`config.mk`:
```
export PLATFORM = sky130hd
export DESIGN_NAME = nlm_sram_rd_stream
export DESIGN_NICKNAME = d
export VERILOG_FILES = /design/src/rtl/nlm_pkg.sv /design/src/rtl/nlm_stream_fifo.sv /design/src/rtl/nlm_sram_rd_stream.sv
export SDC_FILE = /design/constraint.sdc
export NUM_CORES = 1
export LEC_CHECK = 0
export ABC_CLOCK_PERIOD_IN_PS = 6700
export CAP_MARGIN = 20
export CORE_MARGIN = 4
export CORE_UTILIZATION = 55
export CTS_CLUSTER_DIAMETER = 40
export DETAILED_ROUTE_END_ITERATION = 8
export GPL_ROUTABILITY_DRIVEN = 0
export HOLD_SLACK_MARGIN = 0.05
export PLACE_DENSITY_LB_ADDON = 0.3
export SLEW_MARGIN = 0
export SYNTH_ARGS = -nofsm -noshare
export SYNTH_HDL_FRONTEND = slang
export SYNTH_SLANG_ARGS = --single-unit
export TNS_END_PERCENT = 5
```
`constraint.sdc`:
```
create_clock -name clk -period 6.7 [get_ports clk]
set_input_delay 0.67 -clock clk [delete_from_list [all_inputs] [get_ports clk]]
set_output_delay 0.67 -clock clk [all_outputs]
set_load 0.005 [all_outputs]
```
`src/rtl/nlm_pkg.sv`:
```
// Shared definitions for the NLM line-SRAM read streamer: FSM states and buffer sizing.
package nlm_pkg;

  typedef enum logic [1:0] {
    ST_IDLE,
    ST_RUN,
    ST_DONE
  } state_e;

  localparam int unsigned FIFO_DEPTH   = 4;
  localparam int unsigned FIFO_CNT_W   = $clog2(FIFO_DEPTH) + 1;
  localparam int unsigned ISSUE_THRESH = 2;

endpackage

```
`src/rtl/nlm_stream_fifo.sv`:
```
// Small synchronous FIFO holding captured SRAM beats; head is presented combinationally.
import nlm_pkg::*;

module nlm_stream_fifo #(
  parameter int unsigned DATA_WIDTH = 16,
  parameter int unsigned DEPTH      = FIFO_DEPTH
) (
  input  logic                         clk,
  input  logic                         rst_n,
  input  logic                         i_push,
  input  logic [DATA_WIDTH-1:0]        i_data,
  input  logic                         i_pop,
  output logic [DATA_WIDTH-1:0]        o_head,
  output logic [$clog2(DEPTH):0]       o_count
);

  localparam int unsigned PW = $clog2(DEPTH);

  logic [DATA_WIDTH-1:0] r_mem [DEPTH];
  logic [PW-1:0]         r_wptr;
  logic [PW-1:0]         r_rptr;
  logic [PW:0]           r_count;

  always_ff @(posedge clk or negedge rst_n) begin
    if (!rst_n) begin
      for (int unsigned i = 0; i < DEPTH; i++) r_mem[i] <= '0;
      r_wptr  <= '0;
      r_rptr  <= '0;
      r_count <= '0;
    end else begin
      if (i_push) begin
        r_mem[r_wptr] <= i_data;
        r_wptr        <= r_wptr + 1'b1;
      end
      if (i_pop) r_rptr <= r_rptr + 1'b1;
      case ({i_push, i_pop})
        2'b10:   r_count <= r_count + 1'b1;
        2'b01:   r_count <= r_count - 1'b1;
        default: r_count <= r_count;
      endcase
    end
  end

  assign o_head  = r_mem[r_rptr];
  assign o_count = r_count;

endmodule

```
`src/rtl/nlm_sram_rd_stream.sv`:
```
// Turns a (base, len) request into SRAM read strobes and streams the returned data with credit-based flow control.
import nlm_pkg::*;

module nlm_sram_rd_stream #(
  parameter int unsigned ADDR_WIDTH = 12,
  parameter int unsigned DATA_WIDTH = 16
) (
  input  logic                  clk,
  input  logic                  rst_n,
  input  logic                  start_i,
  input  logic [ADDR_WIDTH-1:0] base_addr_i,
  input  logic [ADDR_WIDTH:0]   len_i,
  output logic                  rden_o,
  output logic [ADDR_WIDTH-1:0] rdaddr_o,
  input  logic [DATA_WIDTH-1:0] rddata_i,
  output logic [DATA_WIDTH-1:0] dout_o,
  output logic                  dout_valid_o,
  input  logic                  dout_ready_i,
  output logic                  busy_o,
  output logic                  done_o
);

  localparam int unsigned CW = ADDR_WIDTH + 1;

  state_e                r_state;
  logic [ADDR_WIDTH-1:0] r_base;
  logic [CW-1:0]         r_len;
  logic [CW-1:0]         r_iss;
  logic [CW-1:0]         r_pop;
  logic                  r_rden_q;

  logic [FIFO_CNT_W-1:0] w_cnt;
  logic [FIFO_CNT_W:0]   w_occ;
  logic                  w_rden;
  logic                  w_pop;
  logic                  w_last;

  nlm_stream_fifo #(
    .DATA_WIDTH (DATA_WIDTH),
    .DEPTH      (FIFO_DEPTH)
  ) u_fifo (
    .clk     (clk),
    .rst_n   (rst_n),
    .i_push  (r_rden_q),
    .i_data  (rddata_i),
    .i_pop   (w_pop),
    .o_head  (dout_o),
    .o_count (w_cnt)
  );

  // Entries held plus the read still inside the SRAM; issuing is gated on this credit count.
  assign w_occ        = {1'b0, w_cnt} + {{FIFO_CNT_W{1'b0}}, r_rden_q};
  assign w_rden       = (r_state == ST_RUN) && (r_iss != r_len) &&
                        (w_occ <= (FIFO_CNT_W+1)'(ISSUE_THRESH));
  assign dout_valid_o = (w_cnt != '0);
  assign w_pop        = dout_valid_o & dout_ready_i;
  // Pops never outrun pushes, so reaching len pops implies the buffer drains this cycle;
  // leaving RUN on the final pop puts done_o one cycle after the last beat.
  assign w_last       = ((r_pop + CW'(w_pop)) == r_len);

  assign rden_o   = w_rden;
  assign rdaddr_o = r_base + r_iss[ADDR_WIDTH-1:0];
  assign busy_o   = (r_state == ST_RUN);
  assign done_o   = (r_state == ST_DONE);

  always_ff @(posedge clk or negedge rst_n) begin
    if (!rst_n) begin
      r_state  <= ST_IDLE;
      r_base   <= '0;
      r_len    <= '0;
      r_iss    <= '0;
      r_pop    <= '0;
      r_rden_q <= 1'b0;
    end else begin
      r_rden_q <= w_rden;
      if (w_rden) r_iss <= r_iss + 1'b1;
      if (w_pop)  r_pop <= r_pop + 1'b1;
      case (r_state)
        ST_IDLE: begin
          if (start_i) begin
            r_base  <= base_addr_i;
            r_len   <= len_i;
            r_iss   <= '0;
            r_pop   <= '0;
            r_state <= (len_i == '0) ? ST_DONE : ST_RUN;
          end
        end
        ST_RUN: begin
          if (w_last) r_state <= ST_DONE;
        end
        ST_DONE: r_state <= ST_IDLE;
        default: r_state <= ST_IDLE;
      endcase
    end
  end

endmodule

```
; ---- After elaboration in Yosys (flattened, before gate mapping)
; Index checks and enable logic that the tools add are counted.
[op_classes]
n_addsub = 9
magnitude_cmp = 4
n_eq_ne = 8
n_mux = 17
bitwise_logic = 3
reduce_logical = 9
[op_table]
columns = cell, n
row1 = $mux 13, 6
row2 = $bwmux 64, 1
row3 = $mux 16, 3
row4 = $bmux 16 s2, 1
row5 = $demux 16 s2, 1
row6 = $add 13x1->13 const B, 2
row7 = $add 13x1->13, 1
row8 = $eq 13x13->1, 1
row9 = $logic_not 13->1, 1
row10 = $ne 13x13->1, 1
row11 = $add 12x12->12, 1
row12 = $ge 3x3->1 const B, 2
row13 = $mux 2, 3
row14 = $not 2->3, 2
row15 = $pmux 3 s2, 1
row16 = $add 2x1->2 const B, 2
row17 = $add 3x1->4, 1
row18 = $eq 2x1->1 const B, 2
row19 = $eq 2x2->1 const B, 2
row20 = $le 4x2->1 const B, 1
row21 = $pmux 2 s2, 1
row22 = $reduce_and 2->1, 2
row23 = $add 3x1->3 const B, 1
row24 = $logic_and 1x1->1, 3
row25 = 8 further kinds, 8
[word_totals]
ff_bits = 125
input_bits = 45
output_inout_bits = 32
wordCells = 63

; ---- Logic depth before layout (Yosys ltp)
[depth]
ltp_word = 6
ltp_mapped = 10
depth_no_buf = 10

; ---- By module
; From an unflattened synthesis, not the netlist that was laid out.
[unflattened]
cells_unflattened = 583
hier_area_um2 = 6847.8
[by_module_without_submodules]
columns = mod, instances, cells_each, area_each_um2, seq_area_each_um2
row1 = nlm_sram_rd_stream, 1, 395, 3488.3, 1351.3
row2 = nlm_stream_fifo, 1, 188, 3359.5, 1776.7

; ---- Worst setup path after synthesis
; Ideal clock, no wire load.
[synth_path]
path_kind = flip-flop to output port
from = register r_iss[4]
to = output port rdaddr_o[11]
arrival_ns = 2.047
required_ns = 6.030
slack_ns = 3.983
stages_incl_launch_ff = 8
path_buffers = 0
cell_sequence = dfrtp_1 > ha_1 > o21a_1 > o21a_1 > a2111oi_0 > o31ai_1 > a21oi_1 > xnor2_1
[synth_between]
elab_chain_len = 1
[synth_lines]
columns = element, line
row1 = from (decl), nlm_sram_rd_stream.sv:28  ; logic [CW-1:0] r_iss;
row2 = from (signal assigned), nlm_sram_rd_stream.sv:76  ; if (w_rden) r_iss <= r_iss + 1'b1;
row3 = $add 12x12->12, nlm_sram_rd_stream.sv:62  ; assign rdaddr_o = r_base + r_iss[ADDR_WIDTH-1:0];
row4 = to (decl), nlm_sram_rd_stream.sv:14  ; output logic [ADDR_WIDTH-1:0] rdaddr_o,
; No other way between the ends.

; ---- Worst setup path in the final report
; Ends and elaborated chain as after synthesis.

==> results.md <==
- Worst-path fanout max: 5
- Leading cell types by count after synthesis: dfrtp_1, nand2_1, mux2_2
- Prevailing post-synth register cell: dfrtp_1
- # diodes: 0
- Post-DR vias/cell: 5.71
- # resized after CTS: 0
- CTS tree: built
- Post-layout min period: 3940 ps
- EDFF count, synth: 0
- Mapped Cells: 609
- Critical Path End Type: output port
- Cts hold-fix bufs: 0
- Site Rows: 40
- DP HPWL: 9880 microns
- Power Density: 509 nW/um^2
- Largest net degree at the start of global routing: 74
- Critical path class: flop to output port
- Arr. time, crit path: 3270 ps
- Asr flop ratio synth: 100%
- Seq cells post-synth: 125
- Share of the synthesized area in the top cell type: 46.7%
- Cell mode on critical path: o21a_1
- Initial core utilization: 56.0%
- Skew final: 6.66 ps
- Htree depth: 4
- Worst r2r src: u_fifo.o_count[0]
- Layout cells sized above 1: 18.0%
- Synth top area cells: dfrtp_1, mux2_2, nand2_1
- Rel. slew slack: 35.5%
- Critical Path Max Stage Delay: 620 ps
- TritonRoute pass-1 iters: 4
- Hold WC Path Type: input port to async pin
- Worst setup SP type: flop
- Layout area overhead: 22.9%
- Initial antenna violation count: 0
- Sequential area share after synthesis: 46.7%
- Avg Cell Area, Syn: 11.0 sq um
- Routed wire length: 14,900 microns
- Core area: 12,000 sq um
- DRT iter0 DRCs: 372
- CTS Sinks: 125
- Status: finished, final reports clean
- Critical path cell sequence: ha_1, o21a_1, o21a_1, a2111oi_0, o31ai_1, a21oi_1, xnor2_1, clkdlybuf4s50_1
- Die H: 118 microns
- Reg2reg end: r_state[1]
- Clk slew on worst S/H paths: 50 ps
- Upper clock frequency limit: 254 MHz
- Static Leak: 3.57 nW
- R2R cell count: 10
- Placed cell areas: 7540 sq um
- Via count: 4,813
- Max-Cap Viols: 0
- Yosys cell types: 57
- Slew Viols, Final: 0
- Cell taking the most area after synthesis: dfrtp_1
- CTS root buf: clkbuf_16
- Slew @ Worst Pin: 965 ps
- Area of the mapped netlist: 6700 sq um
- Tcrit/Tclk final: 58.7%
- Final non-filler cell total: 843
- IO Port Bufs: 76
- RSZ-0062 raised after global routing: false
- PnR worst setup slack: 2760 ps
- Die X: 118 microns
- Syn Nets: 678
- Fillers: 894
- GRT Overall Usage: 22.3%
- Vias in the first global route: 5,094
- Final instance area: 8230 sq um
- Worst reg-to-reg setup slack: 3660 ps
- Worst vdd ir: 0.274 mV
- Top-count cell post-synth: dfrtp_1
- Cell total after placement: 810
- Setup Fix Bufs, Post-CTS: 0
- DRC errors left: 0
- Total Die Area: 14,000 sq um
- Final net count: 752
- Setup Viol. Count Final: 0
- Routed len/inst: 17.6 microns
- CP max-delay cell: a2111oi_0
- First-pass GRT wire length: 25,100 microns
- Clock Tree Buf Depth: 2
- Post-route ant nets: 0
- Post-Place Setup Slack: 3310 ps
- Num ports: 77
- Setup_tns: 0 ps
- GR Overflow Total: 0
- CP required: 6030 ps
- Fin. Hold Viols: 0
- Clk_lat worst skew: 410 ps
- CTS buffer count: 17
- Synth warn: 0
==> cell type report <==
class,instances,area [sq um],share of cell area [%]
timing repair buffer,79,801,9.73
inverter,17,63.8,0.775
sequential,125,3130,38.0
tap,147,184,2.23
clock buffer,19,453,5.50
multi-input combinational,443,3390,41.2
clock inverter,13,213,2.58
==> report_power, final <==
group / switching, mW / internal [mW]
Sequential: 0.317 / 1.09
Clock: 0.342 / 0.682
Combinational: 0.711 / 1.05
Total: 1.37 / 2.82
==> sequential cells by signal, indices dropped and copies added, names as in the netlist <==
register / cells
r_base: 12
r_iss: 13
r_len: 13
r_pop: 13
r_rden_q: 1
r_state: 2
u_fifo.o_count: 3
u_fifo.r_mem: 64
u_fifo.r_rptr: 2
u_fifo.r_wptr: 2
==> stage by stage <==
step,hold WS [ps],util (%),power [mW]
after floorplan,374,-,2.46
after global placement,467,63.0,3.06
after detailed placement,472,63.0,3.14
after CTS,322,68.6,4.20
after global routing,349,68.8,4.46
final,301,68.8,4.19
==> layout by cell type (no fill, tap or decap), types with 3 or more instances in the layout <==
cell type,n
o21a_1,3
nor2b_1,6
clkinv_4,3
or3_1,10
nand2_1,109
nor3_1,12
bufinv_16,5
mux2_2,64
nand4_1,12
buf_4,3
nor4_1,3
clkbuf_16,17
xor2_1,29
and2_1,6
dfrtp_1,125
ha_1,22
nand3_1,12
o21ai_0,14
clkdlybuf4s50_1,75
inv_1,17
o31ai_1,3
xnor2_1,27
and3_1,6
a21oi_1,15
nor2_1,29
clkinvlp_4,3
mux4_2,16
o211ai_1,5
==> worst max-delay path by stage <==
stage              from           end  slack [ps]  depth (start not counted)
2_1_floorplan  r_iss[4]  rdaddr_o[11]        3980                          7
3_3_place_gp   r_iss[4]  rdaddr_o[11]        3280                          8
3_5_place_dp   r_iss[4]  rdaddr_o[11]        3310                          8
4_1_cts        r_iss[4]  rdaddr_o[11]        2730                          8
5_1_grt        r_iss[1]  rdaddr_o[11]        2500                          8
6_report       r_iss[4]  rdaddr_o[11]        2760                          8
==> routing by layer <==
metal | GRT usage (%) | share of wire (%) | vias up
met2 | 38.6 | 52 | 115
li1 | - | - | 2301
met5 | 0 | 0 | -
met4 | 7.25 | 1.1 | 0
met1 | 27.8 | 43 | 2383
met3 | 5.02 | 4.1 | 14
==> critical path: cells and delay by family (launching register included) <==
family	cells	cell delay, ps
fa+ha+maj	1	370
compound gates	5	1350
xor+xnor	1	140
buf+inv	1	520
flops	1	460
==> cells by family (layout without fill, tap and decap cells) <==
group / after synthesis / in the layout / synth area share [%]
AOI/OAI and AO/OA: 61 / 61 / 6.65
xor gates and xnor gates: 56 / 56 / 7.32
adders and majority gates: 24 / 24 / 4.71
buffers and inverters: 41 / 128 / 2.65
DFF: 125 / 125 / 46.7
muxes: 82 / 82 / 16.4
and+or+nand+nor: 220 / 220 / 15.5
No activity file was read; power rests on OpenSTA's default activity.
